## config.mk

```make
export PLATFORM = sky130hd
export DESIGN_NAME = pipeline_ctrl
export DESIGN_NICKNAME = d
export VERILOG_FILES = /design/src/rtl/pipeline_ctrl_pkg.sv /design/src/rtl/event_counter.sv /design/src/rtl/pipeline_ctrl.sv
export SDC_FILE = /design/constraint.sdc
export NUM_CORES = 1
export LEC_CHECK = 0
export BUFFER_PORTS_ARGS = -buffer_cell sky130_fd_sc_hd__buf_2
export CORE_ASPECT_RATIO = 1.25
export CORE_MARGIN = 1
export CORE_UTILIZATION = 53
export CTS_CLUSTER_SIZE = 40
export DETAILED_ROUTE_END_ITERATION = 10
export MAX_ROUTING_LAYER = met4
export PLACE_DENSITY_LB_ADDON = 0.3
export SLEW_MARGIN = 20
export SYNTH_ARGS = -nofsm -noshare
export SYNTH_HDL_FRONTEND = slang
export SYNTH_SLANG_ARGS = --single-unit
```

## constraint.sdc

```tcl
create_clock -name clk -period 2.65 [get_ports clk]
set_input_delay 0.53 -clock clk [delete_from_list [all_inputs] [get_ports clk]]
set_output_delay 0.53 -clock clk [all_outputs]
set_load 0.01 [all_outputs]
```

## src/rtl/pipeline_ctrl_pkg.sv

```systemverilog
// rtl/pipeline_ctrl_pkg.sv - shared state encodings and NOP word for the pipeline hazard sequencer
package pipeline_ctrl_pkg;

  typedef enum logic [1:0] {
    ST_RUN    = 2'd0,
    ST_ISTALL = 2'd1,
    ST_DSTALL = 2'd2
  } state_t;

  // sll $0,$0,0: the bubble word the datapath muxes into a flushed register
  localparam logic [31:0] NOP_INSTR = 32'h0000_0000;

endpackage

```

## src/rtl/event_counter.sv

```systemverilog
// rtl/event_counter.sv - free-running wrap-around event counter with enable
module event_counter #(
  parameter int CNT_W = 32
) (
  input  logic             clk,
  input  logic             reset,
  input  logic             en,
  output logic [CNT_W-1:0] count
);

  always_ff @(posedge clk or negedge reset) begin
    if (!reset) begin
      count <= '0;
    end else if (en) begin
      count <= count + 1'b1;
    end
  end

endmodule

```

## src/rtl/pipeline_ctrl.sv

```systemverilog
// rtl/pipeline_ctrl.sv - stall/flush sequencer for the five-stage pipeline registers
module pipeline_ctrl
  import pipeline_ctrl_pkg::*;
#(
  parameter int CNT_W = 32
) (
  input  logic             clk,
  input  logic             reset,
  input  logic             load_use,
  input  logic             branch_taken,
  input  logic             imiss,
  input  logic             iready,
  input  logic             dmiss,
  input  logic             dready,
  output logic             pc_we,
  output logic             pc_redirect,
  output logic             we_if_id,
  output logic             we_id_ex,
  output logic             we_ex_mem,
  output logic             we_mem_wb,
  output logic             flush_if_id,
  output logic             flush_id_ex,
  output logic             flush_mem_wb,
  output logic [CNT_W-1:0] stall_cnt,
  output logic [CNT_W-1:0] flush_cnt
);

  state_t state, state_next;
  logic   drop_fetch, drop_next;
  logic   ipend, pend_now;
  logic   d_stall, br_hit, lu_hit;

  // A data-side stall freezes everything upstream, so it masks every other hazard.
  assign d_stall  = (state == ST_DSTALL) ? !dready : dmiss;
  assign br_hit   = !d_stall && branch_taken;
  assign lu_hit   = !d_stall && !branch_taken && load_use;
  assign pend_now = (ipend || imiss) && !iready;

  always_ff @(posedge clk or negedge reset) begin
    if (!reset) begin
      state      <= ST_RUN;
      drop_fetch <= 1'b0;
      ipend      <= 1'b0;
    end else begin
      state      <= state_next;
      drop_fetch <= drop_next;
      ipend      <= pend_now;
    end
  end

  always_comb begin
    state_next = state;
    drop_next  = drop_fetch;
    if (d_stall) begin
      state_next = ST_DSTALL;
    end else begin
      case (state)
        ST_RUN: begin
          if (!branch_taken && !load_use && imiss) state_next = ST_ISTALL;
        end
        ST_ISTALL: begin
          if (iready) begin
            state_next = ST_RUN;
            drop_next  = 1'b0;
          end else if (branch_taken) begin
            drop_next = 1'b1;
          end
        end
        ST_DSTALL: begin
          // Resume the icache wait if its fill is still in flight; a branch here makes it wrong-path.
          state_next = pend_now ? ST_ISTALL : ST_RUN;
          drop_next  = pend_now && (drop_fetch || branch_taken);
        end
        default: begin
          state_next = ST_RUN;
          drop_next  = 1'b0;
        end
      endcase
    end
  end

  always_comb begin
    pc_we        = 1'b1;
    pc_redirect  = 1'b0;
    we_if_id     = 1'b1;
    we_id_ex     = 1'b1;
    we_ex_mem    = 1'b1;
    we_mem_wb    = 1'b1;
    flush_if_id  = 1'b0;
    flush_id_ex  = 1'b0;
    flush_mem_wb = 1'b0;
    if (!reset) begin
      pc_we        = 1'b0;
      we_if_id     = 1'b0;
      we_id_ex     = 1'b0;
      we_ex_mem    = 1'b0;
      we_mem_wb    = 1'b0;
      flush_if_id  = 1'b1;
      flush_id_ex  = 1'b1;
      flush_mem_wb = 1'b1;
    end else if (d_stall) begin
      pc_we        = 1'b0;
      we_if_id     = 1'b0;
      we_id_ex     = 1'b0;
      we_ex_mem    = 1'b0;
      we_mem_wb    = 1'b0;
      flush_mem_wb = 1'b1;
    end else if (br_hit) begin
      pc_redirect = 1'b1;
      flush_if_id = 1'b1;
      flush_id_ex = 1'b1;
    end else if (lu_hit) begin
      pc_we       = 1'b0;
      we_if_id    = 1'b0;
      flush_id_ex = 1'b1;
    end else if ((state == ST_ISTALL && !(iready && !drop_fetch)) ||
                 (state == ST_RUN && imiss)) begin
      pc_we       = 1'b0;
      flush_if_id = 1'b1;
    end
  end

  event_counter #(.CNT_W(CNT_W)) u_stall_cnt (
    .clk   (clk),
    .reset (reset),
    .en    (!pc_we),
    .count (stall_cnt)
  );

  event_counter #(.CNT_W(CNT_W)) u_flush_cnt (
    .clk   (clk),
    .reset (reset),
    .en    (pc_redirect),
    .count (flush_cnt)
  );

endmodule

```

; ---- Word level (Yosys, flattened, before mapping)
; Cells that the tools add are included.
[classes]
add_sub_neg = 2
n_eq_ne = 5
n_mux = 34
bitwise_logic = 2
n_reduce_logical = 23
[ops]
columns = op, n
row1 = "32-bit by 1-bit adder with 32-bit output, second input constant", 2
row2 = 1-bit two-way mux, 29
row3 = 1-bit logical AND, 10
row4 = "3-bit != test, second input constant", 3
row5 = 1-bit logical NOT, 7
row6 = 2-bit two-way mux, 3
row7 = 2-bit case mux with 3 select lines, 1
row8 = 1-bit logical OR, 3
row9 = 1-bit case mux with 3 select lines, 1
row10 = 3-bit AND reduction, 1
row11 = "2-bit by 1-bit == test with 1-bit output, second input constant", 1
row12 = "2-bit == test, second input constant", 1
row13 = 2-bit logical NOT, 1
row14 = 1-bit inverter, 2
row15 = 2-bit AND reduction, 1
[totals]
register_bits = 68
input_bits = 8
out_inout_bits = 73
elab_cells = 71

; ---- Longest topological paths before layout
[logic_depth]
word_depth = 10
mapped_depth = 8
mapped_depth_nobuf = 7

; ---- Cells and area by module
; A second synthesis with hierarchy kept.
[hier_totals]
cells_unflattened = 292
hier_area_um2 = 3285.7
[by_module_without_submodules]
columns = module, instances, cells_per_inst, area_each_um2, seq_area_each_um2
row1 = event_counter, 2, 123, 1448.9, 800.8
row2 = pipeline_ctrl, 1, 46, 387.9, 100.1

; ---- Worst setup path after synthesis
; No wires, ideal clock.
[synth_timing]
kind = register -> output
from = reg state[0]
to = out pc_we
t_arrival_ps = 1717
required_ps = 2120
slack_ps = 403
path_stages_with_launch = 8
n_path_buf = 1
cell_sequence = dfrtp_1 -> inv_1 -> ha_1 -> nor2b_4 -> a2111oi_4 -> nand2_1 -> clkbuf_1 -> inv_1
[synth_via]
elab_chain_cells = 9
word_cells_on_any_way = 16
cone_classes = eq/ne: 2 / mux: 6 / reduce/logical: 8
[synth_rtl]
columns = item, line
row1 = start: declaration, pipeline_ctrl.sv:28  ; state_t state, state_next;
row2 = start signal: assignment, pipeline_ctrl.sv:45  ; state <= state_next;
row3 = 2-bit == test, pipeline_ctrl.sv:34  ; assign d_stall = (state == ST_DSTALL) ? !dready : dmiss;
row4 = 1-bit two-way mux, pipeline_ctrl.sv:34
row5 = 1-bit logical NOT, "pipeline_ctrl.sv:35, pipeline_ctrl.sv:36"
row6 = 1-bit logical AND (2 in series), pipeline_ctrl.sv:36  ; assign lu_hit = !d_stall && !branch_taken && load_use;
row7 = 1-bit two-way mux, pipeline_ctrl.sv:112  ; end else if (lu_hit) begin
row8 = 1-bit two-way mux, pipeline_ctrl.sv:108  ; end else if (br_hit) begin
row9 = 1-bit two-way mux (*), pipeline_ctrl.sv:101  ; end else if (d_stall) begin
row10 = 1-bit two-way mux (*), pipeline_ctrl.sv:92  ; if (!reset) begin
row11 = end: declaration, pipeline_ctrl.sv:15  ; output logic pc_we,
; Mark *: on every way between the ends. The rest lies on a longest branch, timed or not.

; ---- Final worst setup path
[layout_timing]
from = reg state[0]
to = out flush_mem_wb
[layout_via]
elab_chain_cells = 4
[layout_rtl]
columns = item, line
row1 = 2-bit == test, pipeline_ctrl.sv:34
row2 = 1-bit two-way mux, pipeline_ctrl.sv:34
row3 = 1-bit two-way mux, pipeline_ctrl.sv:101
row4 = 1-bit two-way mux, pipeline_ctrl.sv:92
row5 = end: declaration, pipeline_ctrl.sv:23  ; output logic flush_mem_wb,
; No other way between the ends.

==> reports/metrics.csv <==
metric;value;unit
Crit. End Element;primary output;
Final Hold Viols;0;
Setup TNS Final;0;ns
Iter 0 DRT Violations;99;
GPL Wtd Cong;0.8351;
Final Max Tran Viols;0;
first-pass GRT wire length;11270;um
unique cell type count in the Yosys netlist;38;
final worst path period need;2.450;ns
Row Count;31;
Slew headroom;71.10;%
fin util;68.04;%
DRC;0;
Tot GR Track Use;23.80;%
post-synthesis compound-gate area fraction;3.089;%
launch point of the worst path;state[0];
clk slew on worst S/H paths;0.07;ns
Fmax achieved;408.2;MHz
diode insertion count for antenna repair;0;
Num CTS Buffers;9;
Ys Warns;0;
DP HPWL;4857;um
# H-tree levels;3;
syn avg cell area;10.91;sq um
GRT overflow;0;
total power;3.008;mW
Die Area;6433;sq um
Startpoint Class;register;
via density per instance;5.231;
dpl cell area;3732;sq um
r2r endpoint;u_flush_cnt.count[31];
die span in x;71.94;um
FF-to-FF Start;state[0];
Resized Gates After CTS;0;
Synth Area in Adders;1.931;%
Die Y;89.43;um
Hold Buf Count CTS;0;
CTS tree;done;
clock buffer depth;2;
R2R depth;7;
vias;2464;
Setup CP Type;reg -> out;
Synth Area in Simple Gates;22.47;%
Post-synth ARST share;100.0;%
Post-synth EDFFs;0;
arrival time worst endpoint;1.92;ns
core area;5857;sq um
initial core utilization;55.33;%
Worst Setup EP;flush_mem_wb;
Synth Cell Area;3241;sq um
Tightest Pin Transition;0.4334;ns
Synth Net Count;310;
Leakage;2.049;nW
max-cap viol count;0;
pin count of the biggest net entering global routing;36;
clk_skew;0.008607;ns
CTS sink count;68;
root buffer cell;clkbuf_8;
XOR/XNOR Fraction of Synth Area;16.76;%
internal reg-to-reg setup slack;0.46;ns
Post-synth top flop;dfrtp_1;
multiplexer share of the synthesized area;0.6950;%
WL/cell;14.18;um
initial antenna violation count;0;
# setup viols final;0;
post-route cell area;3985;sq um
pwr dens;754.7;nW/um^2
largest family of logic cells by synthesized area;simple AND/OR/NAND/NOR gates;
RSZ-0062 raised after global routing;false;
DR pass1 iterations;4;
Max IR drop VDD;632.3;uV
ANT nets after route;0;
Setup Fix Bufs, Post-CTS;0;
vias in the first global route;2438;
worst-path maximum fanout;7;
PortBufs;80;
Hold Crit Class;in -> async;
Total Wirelength;6680;um
status;finished, final reports clean;
#FFs+latches synth;68;
Nets;397;
clk_lat worst skew;0.34;ns
synth-to-layout area growth;22.97;%
I/O pin count;81;
share of layout cells above drive strength 1;28.53;%
register area share after synthesis;52.51;%
part of the cycle the worst path needs;92.44;%
synthesized instance count;297;
CP required;2.12;ns
-- how the worst min path moves through the flow --
stage	start	to
3_5_place_dp	reset	state[1]
2_1_floorplan	reset	drop_fetch
4_1_cts	reset	state[1]
5_1_grt	reset	state[0]
3_3_place_gp	reset	state[1]
6_report	reset	state[1]
-- per-stage QoR --
step	setup slack (ns)	hold WS, ns	instances
5_1_grt	0.04205	0.006389	471
4_1_cts	0.1043	0.003444	471
2_1_floorplan	0.4026	0.2344	297
3_3_place_gp	0.5090	0.3655	455
3_5_place_dp	0.4505	0.3646	455
6_report	0.2004	0.01573	471
-- power by group --
part           switching [mW]  internal, mW  total (mW)
Sequential              0.133          1.16        1.29
Combinational           0.375         0.292       0.667
Clock                   0.373         0.676        1.05
Total                   0.882          2.13        3.01
-- cells in the final DEF (no fill, tap or decap), types with 2 or more instances in the layout --
master / synthesis / layout
dfrtp_1: 68 / 68
buf_2: 0 / 80
and3_1: 12 / 12
a21oi_1: 2 / 2
nand2b_1: 2 / 2
bufinv_16: 0 / 3
nor2_1: 22 / 21
nand4_1: 21 / 21
inv_1: 9 / 9
mux2_2: 2 / 2
nand2_1: 29 / 29
and4_1: 8 / 8
xnor2_1: 47 / 47
buf_4: 2 / 5
xor2_1: 15 / 15
clkbuf_8: 0 / 11
nor3_1: 2 / 2
or4_4: 2 / 2
o21ai_0: 3 / 3
and2_1: 7 / 7
nand3_1: 16 / 16
ha_1: 5 / 5
-- flip-flops by register name, indices dropped and copies added (netlist names) --
register,cells
u_flush_cnt.count,32
u_stall_cnt.count,32
state,2
drop_fetch,1
ipend,1
-- cell usage after synthesis (3+ instances only) --
cell      count  area, sq um
and2_1        7        43.79
nand4_1      21        131.4
nand3_1      16        80.08
clkbuf_1      5        18.77
o21ai_0       3        15.01
and4_1        8        70.07
xor2_1       15        131.4
nand2_1      29        108.9
xnor2_1      47        411.6
ha_1          5        62.56
inv_1         9        33.78
and3_1       12        75.07
nor2_1       22        82.58
dfrtp_1      68         1702
-- cell type report --
type | count | area, sq um
flip-flops and latches | 68 | 1702
inverters | 9 | 33.78
clock inverters | 4 | 95.09
well taps | 82 | 102.6
clock buffers | 12 | 155.1
fillers | 474 | 1872
multi-input cells | 211 | 1459
repair buffers | 85 | 437.9
-- metal layers --
layer / part of all wire, % / wire length [um] / track usage [%]
met2: 52 / 3441 / 40.05
met1: 44 / 2917 / 27.99
met4: 1.3 / 85 / 9.804
met3: 3.5 / 236 / 4.848
met5: 0 / 0 / -
-- kinds of logic (layout without fill, tap and decap cells) --
family                   count (synthesis)  count (layout)
buffers and inverters                   18             110
AO/OA/AOI/OAI                           12              12
AND/OR/NAND/NOR                        130             130
flip-flops                              68              68
multiplexers                             2               2
adder cells (fa/ha/maj)                  5               5
XOR/XNOR                                62              62
-- critical path, cell delays in order, from the launching register on --
cell and delay (ns):
dfrtp_1 0.37, inv_1 0.07, ha_1 0.24, nor2b_4 0.16
or2_2 0.37, nor2_1 0.20, inv_1 0.05, buf_2 0.13
Power figures use the tool's default switching activity.
